==> config.mk <==
export PLATFORM = sky130hd
export DESIGN_NAME = sram_burst_reader_flat
export DESIGN_NICKNAME = d
export VERILOG_FILES = /design/src/rtl/sram_burst_reader_if.sv /design/src/rtl/sram_burst_reader.sv /design/src/flat_wrapper.sv
export SDC_FILE = /design/constraint.sdc
export NUM_CORES = 1
export LEC_CHECK = 0
export CORE_MARGIN = 5
export CORE_UTILIZATION = 30
export CTS_BUF_LIST = sky130_fd_sc_hd__clkbuf_2 sky130_fd_sc_hd__clkbuf_4 sky130_fd_sc_hd__clkbuf_8
export DETAILED_ROUTE_END_ITERATION = 8
export GPL_ROUTABILITY_DRIVEN = 0
export PLACE_DENSITY_LB_ADDON = 0.15
export SLEW_MARGIN = 0
export SYNTH_ARGS = -nofsm -noshare
export SYNTH_HDL_FRONTEND = slang
export SYNTH_SLANG_ARGS = --single-unit
==> constraint.sdc <==
create_clock -name Clk -period 1.95 [get_ports Clk]
set_input_delay 0.39 -clock Clk [delete_from_list [all_inputs] [get_ports Clk]]
set_output_delay 0.39 -clock Clk [all_outputs]
set_load 0.01 [all_outputs]
==> src/rtl/sram_burst_reader_if.sv <==
// rtl/sram_burst_reader_if.sv - request, read-return and SRAM pin bundle for sram_burst_reader
interface sram_burst_reader_if #(
    parameter int LEN_W = 8
) ();
    // Request channel
    logic             req_valid;
    logic             req_ready;
    logic [19:0]      req_addr;
    logic [LEN_W-1:0] req_len;

    // Mem2IO data toward the reader
    logic [15:0]      mem_data;

    // Read-return channel
    logic [15:0]      rd_data;
    logic             rd_valid;
    logic             rd_last;
    logic             busy;

    // SRAM pins
    logic [19:0]      SRAM_ADDR;
    logic             SRAM_CE_N;
    logic             SRAM_OE_N;
    logic             SRAM_WE_N;

    // Requester plus memory side: issues bursts, supplies mem_data, consumes everything else
    modport master (
        output req_valid, req_addr, req_len, mem_data,
        input  req_ready, rd_data, rd_valid, rd_last, busy,
        input  SRAM_ADDR, SRAM_CE_N, SRAM_OE_N, SRAM_WE_N
    );

    // The burst reader itself
    modport slave (
        input  req_valid, req_addr, req_len, mem_data,
        output req_ready, rd_data, rd_valid, rd_last, busy,
        output SRAM_ADDR, SRAM_CE_N, SRAM_OE_N, SRAM_WE_N
    );
endinterface

==> src/rtl/sram_burst_reader.sv <==
// rtl/sram_burst_reader.sv - burst read sequencer driving SRAM strobes and returning one word per beat
module sram_burst_reader #(
    parameter int WAIT_CYCLES = 1,
    parameter int LEN_W       = 8
) (
    input  logic               Clk,
    input  logic               Reset,
    sram_burst_reader_if.slave bus
);
    // Wait counter only has to reach WAIT_CYCLES-1; keep it at least one bit wide.
    localparam int              WC_W      = (WAIT_CYCLES > 1) ? $clog2(WAIT_CYCLES) : 1;
    localparam logic [WC_W-1:0] WAIT_LAST = WC_W'(WAIT_CYCLES - 1);

    typedef enum logic [1:0] {
        IDLE    = 2'd0,
        ADDR    = 2'd1,
        WAIT    = 2'd2,
        CAPTURE = 2'd3
    } state_t;

    state_t           state;
    logic [LEN_W-1:0] remaining;
    logic [WC_W-1:0]  wait_cnt;

    // This block never writes; the write strobe is tied inactive.
    assign bus.SRAM_WE_N = 1'b1;

    // Burst sequencer: every output is registered so the SRAM strobes and the
    // read-return pulse are glitch-free; CE_N/OE_N go low at the accept edge and
    // stay low across back-to-back words until the edge leaving the last CAPTURE.
    always_ff @(posedge Clk or negedge Reset) begin
        if (!Reset) begin
            state         <= IDLE;
            remaining     <= '0;
            wait_cnt      <= '0;
            bus.req_ready <= 1'b1;
            bus.busy      <= 1'b0;
            bus.rd_data   <= '0;
            bus.rd_valid  <= 1'b0;
            bus.rd_last   <= 1'b0;
            bus.SRAM_ADDR <= '0;
            bus.SRAM_CE_N <= 1'b1;
            bus.SRAM_OE_N <= 1'b1;
        end else begin
            // rd_valid/rd_last are single-cycle pulses; CAPTURE re-asserts them.
            bus.rd_valid <= 1'b0;
            bus.rd_last  <= 1'b0;

            case (state)
                IDLE: begin
                    if (bus.req_valid && bus.req_ready) begin
                        bus.SRAM_ADDR <= bus.req_addr;
                        remaining     <= bus.req_len;
                        bus.SRAM_CE_N <= 1'b0;
                        bus.SRAM_OE_N <= 1'b0;
                        bus.req_ready <= 1'b0;
                        bus.busy      <= 1'b1;
                        state         <= ADDR;
                    end
                end

                ADDR: begin
                    wait_cnt <= '0;
                    state    <= WAIT;
                end

                WAIT: begin
                    if (wait_cnt == WAIT_LAST) begin
                        state <= CAPTURE;
                    end else begin
                        wait_cnt <= wait_cnt + WC_W'(1);
                    end
                end

                CAPTURE: begin
                    // OE_N is still low here, so mem_data is the addressed word.
                    bus.rd_data  <= bus.mem_data;
                    bus.rd_valid <= 1'b1;
                    if (remaining != '0) begin
                        remaining     <= remaining - LEN_W'(1);
                        bus.SRAM_ADDR <= bus.SRAM_ADDR + 20'd1;
                        state         <= ADDR;
                    end else begin
                        // Final word: release the SRAM and reopen the request port
                        // at this same edge so a waiting request goes next cycle.
                        bus.rd_last   <= 1'b1;
                        bus.SRAM_CE_N <= 1'b1;
                        bus.SRAM_OE_N <= 1'b1;
                        bus.req_ready <= 1'b1;
                        bus.busy      <= 1'b0;
                        state         <= IDLE;
                    end
                end

                default: begin
                    state <= IDLE;
                end
            endcase
        end
    end
endmodule
==> src/flat_wrapper.sv <==
// flat-port wrapper written by rule: the top's interface ports become plain ports
module sram_burst_reader_flat 
#(
    parameter int WAIT_CYCLES = 1,
    parameter int LEN_W       = 8
)
  (Clk, Reset, bus_req_valid, bus_req_addr, bus_req_len, bus_mem_data, bus_req_ready, bus_rd_data, bus_rd_valid, bus_rd_last, bus_busy, bus_SRAM_ADDR, bus_SRAM_CE_N, bus_SRAM_OE_N, bus_SRAM_WE_N);
  sram_burst_reader_if #(.LEN_W(LEN_W)) bus_i ();
  input  logic Clk;
  input  logic Reset;
  input wire logic [$bits(bus_i.req_valid)-1:0] bus_req_valid;
  input wire logic [$bits(bus_i.req_addr)-1:0] bus_req_addr;
  input wire logic [$bits(bus_i.req_len)-1:0] bus_req_len;
  input wire logic [$bits(bus_i.mem_data)-1:0] bus_mem_data;
  output wire logic [$bits(bus_i.req_ready)-1:0] bus_req_ready;
  output wire logic [$bits(bus_i.rd_data)-1:0] bus_rd_data;
  output wire logic [$bits(bus_i.rd_valid)-1:0] bus_rd_valid;
  output wire logic [$bits(bus_i.rd_last)-1:0] bus_rd_last;
  output wire logic [$bits(bus_i.busy)-1:0] bus_busy;
  output wire logic [$bits(bus_i.SRAM_ADDR)-1:0] bus_SRAM_ADDR;
  output wire logic [$bits(bus_i.SRAM_CE_N)-1:0] bus_SRAM_CE_N;
  output wire logic [$bits(bus_i.SRAM_OE_N)-1:0] bus_SRAM_OE_N;
  output wire logic [$bits(bus_i.SRAM_WE_N)-1:0] bus_SRAM_WE_N;
  assign bus_i.req_valid = bus_req_valid;
  assign bus_i.req_addr = bus_req_addr;
  assign bus_i.req_len = bus_req_len;
  assign bus_i.mem_data = bus_mem_data;
  assign bus_req_ready = bus_i.req_ready;
  assign bus_rd_data = bus_i.rd_data;
  assign bus_rd_valid = bus_i.rd_valid;
  assign bus_rd_last = bus_i.rd_last;
  assign bus_busy = bus_i.busy;
  assign bus_SRAM_ADDR = bus_i.SRAM_ADDR;
  assign bus_SRAM_CE_N = bus_i.SRAM_CE_N;
  assign bus_SRAM_OE_N = bus_i.SRAM_OE_N;
  assign bus_SRAM_WE_N = bus_i.SRAM_WE_N;
  sram_burst_reader #(.WAIT_CYCLES(WAIT_CYCLES), .LEN_W(LEN_W)) u_core (.Clk(Clk), .Reset(Reset), .bus(bus_i));
endmodule
==> results of run 1 <==
[cell families (layout without fill, tap and decap cells)]
group                      count (synthesis)  count (layout)  share of synthesized area, %
and+or+nand+nor                           87              87                          18.0
AOI/OAI and AO/OA                         78              78                          18.0
DFF                                       50              50                          47.1
buffers and inverters                     24             137                          5.23
muxes                                     21              21                          8.66
adders and majority gates                  6               6                          2.82
other                                      1               1                         0.141
[critical path, stage by stage (launching register included)]
cell and delay, ns:
sky130_fd_sc_hd__dfrtp_1 0.40, sky130_fd_sc_hd__inv_2 0.07, sky130_fd_sc_hd__ha_4 0.15, sky130_fd_sc_hd__nor4b_4 0.14, sky130_fd_sc_hd__a311oi_4 0.32, sky130_fd_sc_hd__buf_6 0.18
sky130_fd_sc_hd__clkbuf_16 0.14, sky130_fd_sc_hd__o22ai_1 0.06, sky130_fd_sc_hd__or3_1 0.31
[power by group through the flow]
stage	sequential, mW	clock, mW	combinational (mW)
floorplan	1.25	0	0.182
global placement	1.21	0	0.618
detailed placement	1.21	0	0.619
CTS	1.19	0.684	0.623
global route	1.20	0.729	0.684
finish	1.19	0.655	0.624
[layout by cell type, fill, tap and decap left out, types with 6 or more instances in the layout]
cell,count
sky130_fd_sc_hd__o22ai_1,19
sky130_fd_sc_hd__mux2_2,16
sky130_fd_sc_hd__clkbuf_8,6
sky130_fd_sc_hd__dfrtp_1,49
sky130_fd_sc_hd__and3_1,6
sky130_fd_sc_hd__a21oi_1,27
sky130_fd_sc_hd__inv_1,6
sky130_fd_sc_hd__nand3_1,17
sky130_fd_sc_hd__buf_4,26
sky130_fd_sc_hd__o21ai_0,13
sky130_fd_sc_hd__nand2_1,14
sky130_fd_sc_hd__clkdlybuf4s50_1,87
sky130_fd_sc_hd__nor2_1,19
sky130_fd_sc_hd__nand4_1,6
[routing by layer]
layer | vias to the layer above | global-route usage (%)
li1 | 1208 | -
met1 | 1215 | 18.3
met2 | 81 | 22.6
met3 | 8 | 5.21
met4 | 0 | 2.78
met5 | - | 0
[cells in the mapped netlist, types with 3 or more instances]
library cell / n / area share, %
sky130_fd_sc_hd__nand4_1: 6 / 1.4
sky130_fd_sc_hd__buf_6: 4 / 1.7
sky130_fd_sc_hd__buf_2: 3 / 0.56
sky130_fd_sc_hd__nand2_1: 14 / 2.0
sky130_fd_sc_hd__or3_1: 3 / 0.71
sky130_fd_sc_hd__mux2i_1: 5 / 1.9
sky130_fd_sc_hd__and3_1: 8 / 1.9
sky130_fd_sc_hd__mux2_2: 16 / 6.8
sky130_fd_sc_hd__a21oi_1: 27 / 5.1
sky130_fd_sc_hd__nor3_1: 5 / 0.94
sky130_fd_sc_hd__nand3_1: 17 / 3.2
sky130_fd_sc_hd__dfrtp_1: 49 / 46
sky130_fd_sc_hd__o21ai_0: 13 / 2.4
sky130_fd_sc_hd__o22ai_1: 20 / 4.7
sky130_fd_sc_hd__ha_1: 6 / 2.8
sky130_fd_sc_hd__nor2_1: 19 / 2.7
sky130_fd_sc_hd__buf_4: 4 / 1.1
sky130_fd_sc_hd__a31oi_1: 3 / 0.71
sky130_fd_sc_hd__and4_1: 3 / 0.99
sky130_fd_sc_hd__clkbuf_1: 3 / 0.42
sky130_fd_sc_hd__inv_1: 8 / 1.1
sky130_fd_sc_hd__a21o_1: 3 / 0.85
[final cells by class]
class                   count  area (um^2)
fillers                   868         4630
flip-flops and latches     50         1250
repair buffers            121         1200
inverters                   8         30.0
well taps                 108          135
clock buffers               6         82.6
clock inverters             2         12.5
multi-input cells         193         1330
[worst max-delay path by stage]
stage                        start                       end  slack (ns)
6_report       u_core.remaining[1]  u_core.bus.SRAM_ADDR[17]        0.06
5_1_grt        u_core.remaining[1]  u_core.bus.SRAM_ADDR[18]       -0.03
4_1_cts        u_core.remaining[1]       u_core.remaining[6]       0.008
3_5_place_dp         bus_req_valid       u_core.remaining[6]       -0.15
3_3_place_gp         bus_req_valid  u_core.bus.SRAM_ADDR[17]       -0.14
2_1_floorplan      u_core.state[0]  u_core.bus.SRAM_ADDR[16]        0.13
[flip-flops by register name, indices dropped and copies added, names as in the netlist]
register,count
u_core.bus.rd_last,1
u_core.state,2
u_core.remaining,8
u_core.bus.rd_valid,1
u_core.bus.SRAM_CE_N,1
u_core.bus.busy,1
u_core.bus.SRAM_ADDR,20
u_core.bus.rd_data,16
[timing repair]
action | CTS | global route
gates resized for setup | 0 | 14
hold buffers | 0 | 0
endpoints found under the setup margin | 0 | 23
buffers inserted | 0 | 5
==> flow_results.org, run 1 <==
** Run
- Maximum Capacitance Violations :: 0

** Placed design
- In this run, placement finished with an instance count of 473.
- Once placement finished, the instance area stood at 3790 um^2.
- Once detailed placement completed, the half-perimeter wirelength came to roughly 5.5 mm.
- Pre-CTS setup slack :: -0.146 ns
- Buffers on Ports :: 88

** Global route
- The number of antenna violations at the first check in global routing is 0.
- GR Overflow Total :: 0
- The first global-routing pass estimated roughly 13 mm of wire.
- Global routing used 14.1% of the available tracks.
- Number of global-route vias before repair :: 2619
- Largest net degree at the start of global routing :: 51

** Finish
- Cells fill between 40 and 50% of the core in the end.
- The number of antenna diodes in the final layout is 0.
- Final design area excluding fillers :: around 4000 um^2
- Layout area overhead :: 52.2%
- Of the cells placed in the final design, the portion with a size suffix greater than 1 is around a fifth.
- Layout Nets :: ~430
- The count of cells in the finished layout, fillers not included, comes to approximately 500.

** Worst setup path
- Number of cells on the worst reg-to-reg path :: 8
- Setup slack of the most critical reg-to-reg path :: 0.06 ns
- Along the worst path, the maximum fanout reaches 5.
- Reg2reg start :: u_core.remaining[1]
- STA puts the critical path data required time at ~2.1 ns.
- STA classifies the critical path startpoint as a flip-flop.
- Worst R2R End :: u_core.bus.SRAM_ADDR[17]
- STA classifies the critical path endpoint as a flip-flop.
- The critical path in this run is classified as flip-flop to flip-flop.
- STA puts the critical path data arrival time at 2.07 ns.

** Timing
- Final critical delay including setup and external delays :: about 1.9 ns
- The number of pins exceeding their max-slew limit in the final report came to 0.
- Hold Worst Slack :: around 0.057 ns
- Setup violations remaining at the end of the flow were counted as 0.
- Hold violation count in the final report :: 0
- Setup Total Neg Slack :: 0 ns
- Clock skew after layout :: around 0.015 ns
- Of the available clock period, the critical path in the final layout requires 96.7%.
- Slack of the critical path :: 0.0642 ns
- Max Freq :: 530 MHz

** Detailed routing
- DRC violations left :: 0
- Wire segments on met2 add up to 3.70 mm in the final route.
- Mean routed wirelength per cell :: 16.1 um
- Highest metal layer with signal wires :: met4
- The first TritonRoute pass finished after 4 iterations.
- Routed wire length on met3 :: about 620 um
- In the routed layout, each cell is associated on average with a via count of ~5.1.
- The detailed router finished its first iteration with 75 violations.
- The count of nets left with antenna violations once routing finished came out at 0.
- DRT Wirelength :: 7.88 mm
- Vias :: 2512
- Post-route met1 wirelength :: 3.48 mm

** Power and ir drop
- The worst-case IR drop observed on VDD is 0.000305 V.
- Part of the total power dissipated in combinational logic :: 25.3%
- Internal power comes to 1.75 mW.
- Per report_power, the sequential group accounts for 48.1% of the total.
- Power spread over the standard cell area amounts to around 610 nW/um^2.
- Switching part of the total power :: 29.2%
- Relative contribution of the clock network to total power :: 26.5%
- Power dissipated by switching net loads :: 0.719 mW
- Leak :: 1.64 nW
- Total power of the final layout :: 2.47 mW

** Die
- Die area :: 10800 um^2
- Initial core utilization :: 30.6%
- The die is 104 um wide.
- For this design the top-level I/O count stands at 90.
- Number of rows in the core area :: 34
- The floorplan step set the die height to 104 um.
- In this run the standard cell core region covers 8680 um^2.

** Run status
- Run status :: finished clean

** Synth
- During synthesis, Yosys emitted a total of 0 warnings.
- After synthesis, the share of flip-flops with an asynchronous set or reset is 100%.
- Number of synthesized register bits :: 50
- Syn nets :: 320
- Counting distinct cell types in the post-synthesis netlist gives 44.
- Sequential elements use 47.1% of the synthesized area.
- Gate count of the mapped netlist :: 267
- Number of enable flip-flop cells after synthesis :: 0
- Post-Syn Area :: 2660 um^2
- A synthesized cell averages 9.95 um^2.
- Most used flip-flop cell after synthesis :: sky130_fd_sc_hd__dfrtp_1

** Clocking
- Clock transition time at the flip-flop clock pins of the worst setup and hold paths :: ~0.10 ns
- H-Tree Level Count :: 2
- Clock net sink count :: 50
- The clock passes through at most 2 buffers.
- Clock tree from TritonCTS :: done
- The root buffer cell chosen for the clock tree is sky130_fd_sc_hd__clkbuf_8.
- The later pin in the worst-skew pair is clocked with a latency of 0.31 ns.
- Number of buffers added by the clock tree synthesis step :: 5

** Worst hold path
- The worst hold path belongs to the class input port to asynchronous set/reset pin.
Note: power is estimated with default switching activity, not from simulation.
==> inputs of run 2 (changes only) <==
CORE_ASPECT_RATIO = 1.5   (was not set)
==> flow_results.org, run 2 (synthesis results as in run 1) <==
** Run status
- The run finished with clean final reports.

** Detailed routing
- Number of nets with antenna violations after detailed routing :: 0 (unchanged)
- DRT Wirelength :: 7.72 mm (-2.0%)
- Number of iterations in the first detailed-routing pass :: 4 (unchanged)
- Via density :: 5.01 (-2.7%)
- Vias :: 2470 (-1.7%)
- The detailed-route wire length per cell was 15.7 um (-3.0%).
- The count of routing violations after the opening detailed-route iteration was 73 (-2.7%).
- The remaining routing DRC violations is 0 (unchanged).

** Clocking
- Number of buffers added by the clock tree synthesis step :: 5 (unchanged)
- The clock transition at the registers of the reported paths was 0.10 ns (about the same).
- Latest clock arrival within the worst-skew pair :: 0.31 ns (about the same)
- H-Tree Level Count :: 2 (unchanged)
- TritonCTS built the clock tree.
- The buffer depth of the longest clock path is 2 (unchanged).
- The number of clock sinks came to 50 (unchanged).
- The tree is rooted in a sky130_fd_sc_hd__clkbuf_8.

** Run
- Maximum Capacitance Violations :: 0 (unchanged)

** Worst setup path
- The critical path required time was 2.19 ns (+0.05 ns).
- Slowest stage delay, CP :: 0.40 ns (about the same)
- The endpoint identified for the worst register-to-register timing path is u_core.bus.SRAM_ADDR[8].
- Endpoint class of the critical path :: flip-flop
- Walking the worst path, the cells encountered are inv_2 -> ha_4 -> nor4b_4 -> a311oi_4 -> buf_6 -> buf_12 -> and3_1 -> o21ai_1 -> o221a_1.
- Count of buffering cells on the critical path with inverters included :: 3 (unchanged)
- CP max-delay cell :: sky130_fd_sc_hd__dfrtp_1
- The data arrival time at the worst-slack endpoint came to 2.18 ns (+0.11 ns).
- The worst register-to-register path begins at u_core.remaining[0].
- Number of cells on the worst reg-to-reg path :: 9 (+1)
- The setup slack on the worst flop-to-flop path is 0.01 ns (-0.05 ns).
- The cell family contributing the most delay on the critical path is compound AO/OA/AOI/OAI gates.
- Largest driver fanout on the critical path :: 12 (+7)
- Setup crit start kind :: flip-flop
- Type of the worst setup path :: flip-flop to flip-flop

** Finish
- Layout Nets :: 435 (+0.69%)
- Share of post-route cells with drive strength above 1 :: 19.8% (-1.2 points)
- In the layout the commonest cells are 87 x sky130_fd_sc_hd__clkdlybuf4s50_1, 49 x sky130_fd_sc_hd__dfrtp_1, 29 x sky130_fd_sc_hd__buf_4.
- The count of inserted antenna diode cells is 0 (unchanged).
- Ranked by flip-flop count, first place goes to u_core.bus.SRAM_ADDR.
- Leading cell type in the layout, fill and taps excluded :: sky130_fd_sc_hd__clkdlybuf4s50_1
- Final design area excluding fillers :: 4050 um^2 (about the same)
- Registers with the most flip-flops :: u_core.bus.SRAM_ADDR: 20 flops, u_core.bus.rd_data: 16 flops, u_core.remaining: 8 flops
- Fillers :: 856 (-1.4%)
- The number of flip-flops under the largest register name was 20 (unchanged).
- The area added between synthesis and finish was 52.3% (about the same).

** Global route
- Largest net degree at the start of global routing :: 39 (-24%)
- Initial antenna violation count :: 0 (unchanged)
- Number of global-route vias before repair :: 2588 (-1.2%)
- The total grt overflow was 0 (unchanged).
- The wire length of the first global-routing pass came to 12.4 mm (-4.0%).
- The overall fraction of global-route tracks in use is 14.2% (+0.058 points).

** Die
- The die extent in y is 125 um (+20%).
- Placeable core region :: 8720 um^2 (+0.52%)
- The width of the die came to 86.9 um (-17%).
- The die footprint is 10900 um^2 (+0.36%).
- Top-level port count :: 90 (unchanged)
- Initial core utilization :: 30.5% (-0.16 points)
- The number of cell rows is 42 (+24%).

** Timing
- The fmax came to 516 MHz (-2.7%).
- The final setup violation count came to 0 (unchanged).
- The setup slack of the critical path after layout is 0.0112 ns (-0.0530 ns).
- The maximum clock skew at final layout was 0.0144 ns (-0.000437 ns).
- The number of pins exceeding their max-slew limit in the final report came to 0 (unchanged).
- The final worst-path cycle share was 99.4% (+2.7 points).
- Setup Total Neg Slack :: 0 ns (unchanged)
- Hold violation count in the final report :: 0 (unchanged)
- The minimum clock period after layout was 1.94 ns (+0.0530 ns).

** Placed design
- Buffers on Ports :: 88 (unchanged)
- Area post-placement :: 3810 um^2 (+0.40%)
- The post-placement setup slack was -0.163 ns (-0.0178 ns).
- The post-DP HPWL is 5.64 mm (+2.1%).

** Power and ir drop
- Worst-case vdd ir drop :: 0.000247 V (-19%)
- Power density over the cells :: 617 nW/um^2 (+1.2%)
- The leakage dissipation was 1.66 nW (+1.3%).
- Total power of the final layout :: 2.50 mW (+1.2%)

** Worst hold path
- Hold Crit Class :: input port to asynchronous set/reset pin
run 2: worst max path at each step:
stage / start / to / slack, ns / cells past startpoint
floorplan: u_core.state[0] / u_core.bus.SRAM_ADDR[16] / 0.13 / 8
global placement: bus_req_valid / u_core.bus.SRAM_ADDR[17] / -0.13 / 6
detailed placement: bus_req_valid / u_core.bus.SRAM_ADDR[17] / -0.16 / 6
CTS: u_core.state[1] / u_core.bus.SRAM_ADDR[17] / 0.005 / 7
global route: u_core.remaining[0] / u_core.bus.SRAM_ADDR[8] / -0.03 / 9
finish: u_core.remaining[0] / u_core.bus.SRAM_ADDR[8] / 0.01 / 9
run 2: layer usage:
| metal | wire, um | GRT usage (%) | vias to the layer above |
|---|---|---|---|
| li1 | - | - | 1214 |
| met1 | 3100 | 16.7 | 1160 |
| met2 | 3930 | 24.4 | 79 |
| met3 | 497 | 2.90 | 17 |
| met4 | 192 | 6.06 | 0 |
| met5 | 0 | 0 | - |
run 2: worst register-to-register path, cell delays in order (launching register included):
cell	delay, ns
sky130_fd_sc_hd__dfrtp_1	0.40
sky130_fd_sc_hd__inv_2	0.10
sky130_fd_sc_hd__ha_4	0.13
sky130_fd_sc_hd__nor4b_4	0.29
sky130_fd_sc_hd__a311oi_4	0.15
sky130_fd_sc_hd__buf_6	0.17
sky130_fd_sc_hd__buf_12	0.15
sky130_fd_sc_hd__and3_1	0.16
sky130_fd_sc_hd__o21ai_1	0.15
sky130_fd_sc_hd__o221a_1	0.18
run 2: final cells by class:
type,count,area [um^2],area share [%]
repair buffers,124,1220,30.1
well taps,110,138,3.40
flip-flops and latches,50,1250,30.9
clock buffers,8,110,2.72
inverters,8,30.0,0.742
multi-input cells,193,1300,32.1
run 2: timing repair:
item,CTS,global route
hold buffers,1,0
gates cloned,0,1
buffers inserted,0,8
resized for setup,0,8
hold endpoints to repair,11,0
endpoints found under the setup margin,1,23
pin swaps,1,5
run 2: power by group:
| part | internal (mW) | switching, mW |
|---|---|---|
| clock network | 0.359 | 0.348 |
| registers | 1.11 | 0.0906 |
| logic | 0.339 | 0.248 |
| total | 1.81 | 0.687 |
run 2: through the flow:
stage	utilization [%]	cells	hold slack, ns
floorplan	-	267	0.0944
global placement	43.7	475	0.304
detailed placement	43.7	475	0.300
CTS	45.1	484	0.505
global route	46.4	493	0.529
finish	46.4	493	0.493
==> inputs of run 3 (changes only) <==
GPL_TIMING_DRIVEN = 0   (was not set)
==> flow_results.org, run 3 (synthesis results as in run 1) <==
** Timing
- Measured against its own limit, the worst slew margin works out to 63.1%.
- The final setup violation count was 0 (unchanged).
- Final Cycle Share :: 94.7% (-4.7 points)
- The fmax came to 541 MHz (+5.0%).
- Hold violation count in the final report :: 0 (unchanged)
- Setup repair after global routing missed its margin :: yes
- The final-layout setup total negative slack came to 0 ns (unchanged).
- Slew Limit Fails :: 0 (unchanged)
- The setup slack of the critical path after layout came to 0.103 ns (+0.0917 ns).
- The minimum clock period after layout is 1.85 ns (-0.0917 ns).
- Transition time of the tightest slew-check pin :: roughly 0.55 ns
- The maximum clock skew at final layout was 0.00818 ns (-0.00618 ns).

** Global route
- The total grt overflow is 0 (unchanged).
- The wire length of the first global-routing pass is 12.6 mm (+1.4%).
- Number of global-route vias before repair :: 2473 (-4.4%)
- The number of antenna violations at the first check in global routing was 0 (unchanged).
- The overall fraction of global-route tracks in use was 14.8% (+0.59 points).
- Largest net degree at the start of global routing :: 38 (-2.6%)

** Clocking
- The clock transition at the registers of the reported paths was 0.09 ns (about the same).
- The worst-skew pair later-pin latency came to 0.31 ns (about the same).
- TritonCTS built the clock tree.
- Number of buffers added by the clock tree synthesis step :: 5 (unchanged)
- Root buffer cell :: sky130_fd_sc_hd__clkbuf_8
- The buffer depth of the longest clock path came to 2 (unchanged).
- Clock net sink count :: 50 (unchanged)
- The H-tree depth reported by CTS was 2 (unchanged).

** Finish
- Antenna Diode Count :: 0 (unchanged)
- The number of flip-flops under the largest register name is 20 (unchanged).
- Leading cell type in the layout, fill and taps excluded :: sky130_fd_sc_hd__clkdlybuf4s50_1
- Registers with the most flip-flops :: u_core.bus.SRAM_ADDR: 20 flops, u_core.bus.rd_data: 16 flops, u_core.remaining: 8 flops
- Final design area excluding fillers :: 4000 um^2 (-1.2%)
- The net count reported at finish was 429 (-1.4%).
- The proportion of layout cells with a drive suffix above 1 came to 20.2% (+0.32 points).
- Largest register by flop count :: u_core.bus.SRAM_ADDR
- Compared with the post-synthesis result, the final layout area differs by 50.4%.
- Commonest cells after routing, fill and taps aside :: 85 x sky130_fd_sc_hd__clkdlybuf4s50_1, 49 x sky130_fd_sc_hd__dfrtp_1, 27 x sky130_fd_sc_hd__a21oi_1

** Detailed routing
- Mean routed wirelength per cell :: 16.3 um (+3.9%)
- The count of routing violations after the opening detailed-route iteration was 67 (-8.2%).
- DRT Wirelength :: 7.93 mm (+2.7%)
- Via density :: 5.00 (-0.28%)
- Vias :: 2433 (-1.5%)
- DRC violations left :: 0 (unchanged)
- Number of nets with antenna violations after detailed routing :: 0 (unchanged)
- Number of iterations in the first detailed-routing pass :: 4 (unchanged)

** Worst setup path
- Type of the worst setup path :: flip-flop to flip-flop
- In this run the critical register-to-register path is captured at u_core.bus.SRAM_ADDR[8].
- Endpoint class of the critical path :: flip-flop
- Number of cells on the worst reg-to-reg path :: 8 (-1)
- STA classifies the critical path startpoint as a flip-flop.
- Reg2reg start :: u_core.remaining[0]
- Largest driver fanout on the critical path :: 5 (-7)
- Worst endpoint required time :: 2.21 ns (+0.02 ns)
- Data arrival time of the critical path :: 2.10 ns (-0.08 ns)
- The setup slack on the worst flop-to-flop path is 0.10 ns (+0.09 ns).

** Power and ir drop
- Worst-case vdd ir drop :: 0.000340 V (+38%)
- The leakage dissipation is 1.62 nW (-2.6%).
- Total power of the final layout :: 2.43 mW (-2.7%)
- The power density of the placed cells came to 608 nW/um^2 (-1.5%).

** Die
- Number of rows in the core area :: 42 (unchanged)
- The I/O pin total was 90 (unchanged).
- Initial core utilization :: 30.5% (unchanged)
- Die Height :: 125 um (unchanged)
- The width of the die came to 86.9 um (unchanged).
- Die area :: 10900 um^2 (unchanged)
- Placeable core region :: 8720 um^2 (unchanged)

** Placed design
- The post-place instance area was 3690 um^2 (-3.1%).
- The quantity of I/O buffers inserted on ports came to 88 (unchanged).
- The post-DP HPWL came to 5.89 mm (+4.5%).
- Pre-CTS setup slack :: -0.416 ns (-0.252 ns)

** Run status
- Run status :: finished clean

** Worst hold path
- Hold Crit Class :: input port to asynchronous set/reset pin

** Run
- Maximum Capacitance Violations :: 0 (unchanged)
run 3: report_power, final:
group          internal (mW)  switching, mW
logic                  0.320          0.231
registers               1.11          0.110
clock network          0.301          0.355
total                   1.73          0.697
run 3: timing repair:
| item | 4_1_cts | 5_1_grt |
|---|---|---|
| endpoints found under the setup margin | 30 | 37 |
| gates cloned | 0 | 1 |
| hold buffers | 1 | 0 |
| hold endpoints to repair | 12 | 0 |
| gates resized for setup | 7 | 25 |
| setup buffers | 5 | 6 |
| pin swaps | 1 | 6 |
run 3: critical path, cell delays in order, from the launching register on:
cell                       delay (ns)
sky130_fd_sc_hd__dfrtp_1         0.40
sky130_fd_sc_hd__inv_2           0.10
sky130_fd_sc_hd__ha_4            0.13
sky130_fd_sc_hd__nor4b_4         0.28
sky130_fd_sc_hd__a311oi_4        0.21
sky130_fd_sc_hd__buf_4           0.19
sky130_fd_sc_hd__and3_1          0.16
sky130_fd_sc_hd__o21ai_1         0.14
sky130_fd_sc_hd__o221a_1         0.18
run 3: layout make-up:
cell class                      count  area (um^2)
Clock buffer                        7         90.1
Buffer                             16          133
Multi-Input combinational cell    193         1340
Sequential cell                    50         1250
Tap cell                          110          138
Fill cell                         877         4730
Timing Repair Buffer              102         1010
Clock inverter                      1         5.00
Inverter                            8         30.0
run 3: worst max path at each step:
stage,startpoint,slack [ns],endpoint,depth (start not counted)
floorplan,u_core.state[0],0.13,u_core.bus.SRAM_ADDR[16],8
global placement,Reset,-1.11,u_core.bus.SRAM_ADDR[2],1
detailed placement,bus_req_valid,-0.42,u_core.remaining[6],7
CTS,u_core.remaining[0],0.002,u_core.bus.SRAM_ADDR[10],9
global route,u_core.state[0],-0.01,u_core.remaining[7],8
finish,u_core.remaining[0],0.10,u_core.bus.SRAM_ADDR[8],8
run 3: through the flow:
| step | hold WS, ns | util [%] | instances |
|---|---|---|---|
| after detailed placement | 0.323 | 42.3 | 466 |
| final | 0.509 | 45.8 | 487 |
| after global placement | 0.489 | 42.1 | 465 |
| after floorplan | 0.0944 | - | 267 |
| after CTS | 0.515 | 44.1 | 480 |
| after global routing | 0.531 | 45.8 | 487 |
run 3: per-layer routing:
metal	share of wire (%)	global-route usage (%)	vias to the layer above	wire length (um)
met3	6.2	3.03	8	488
met5	0	0	-	0
met1	40	17.4	1149	3150
met4	1.6	5.14	0	123
met2	52	26.0	69	4160
li1	-	-	1207	-
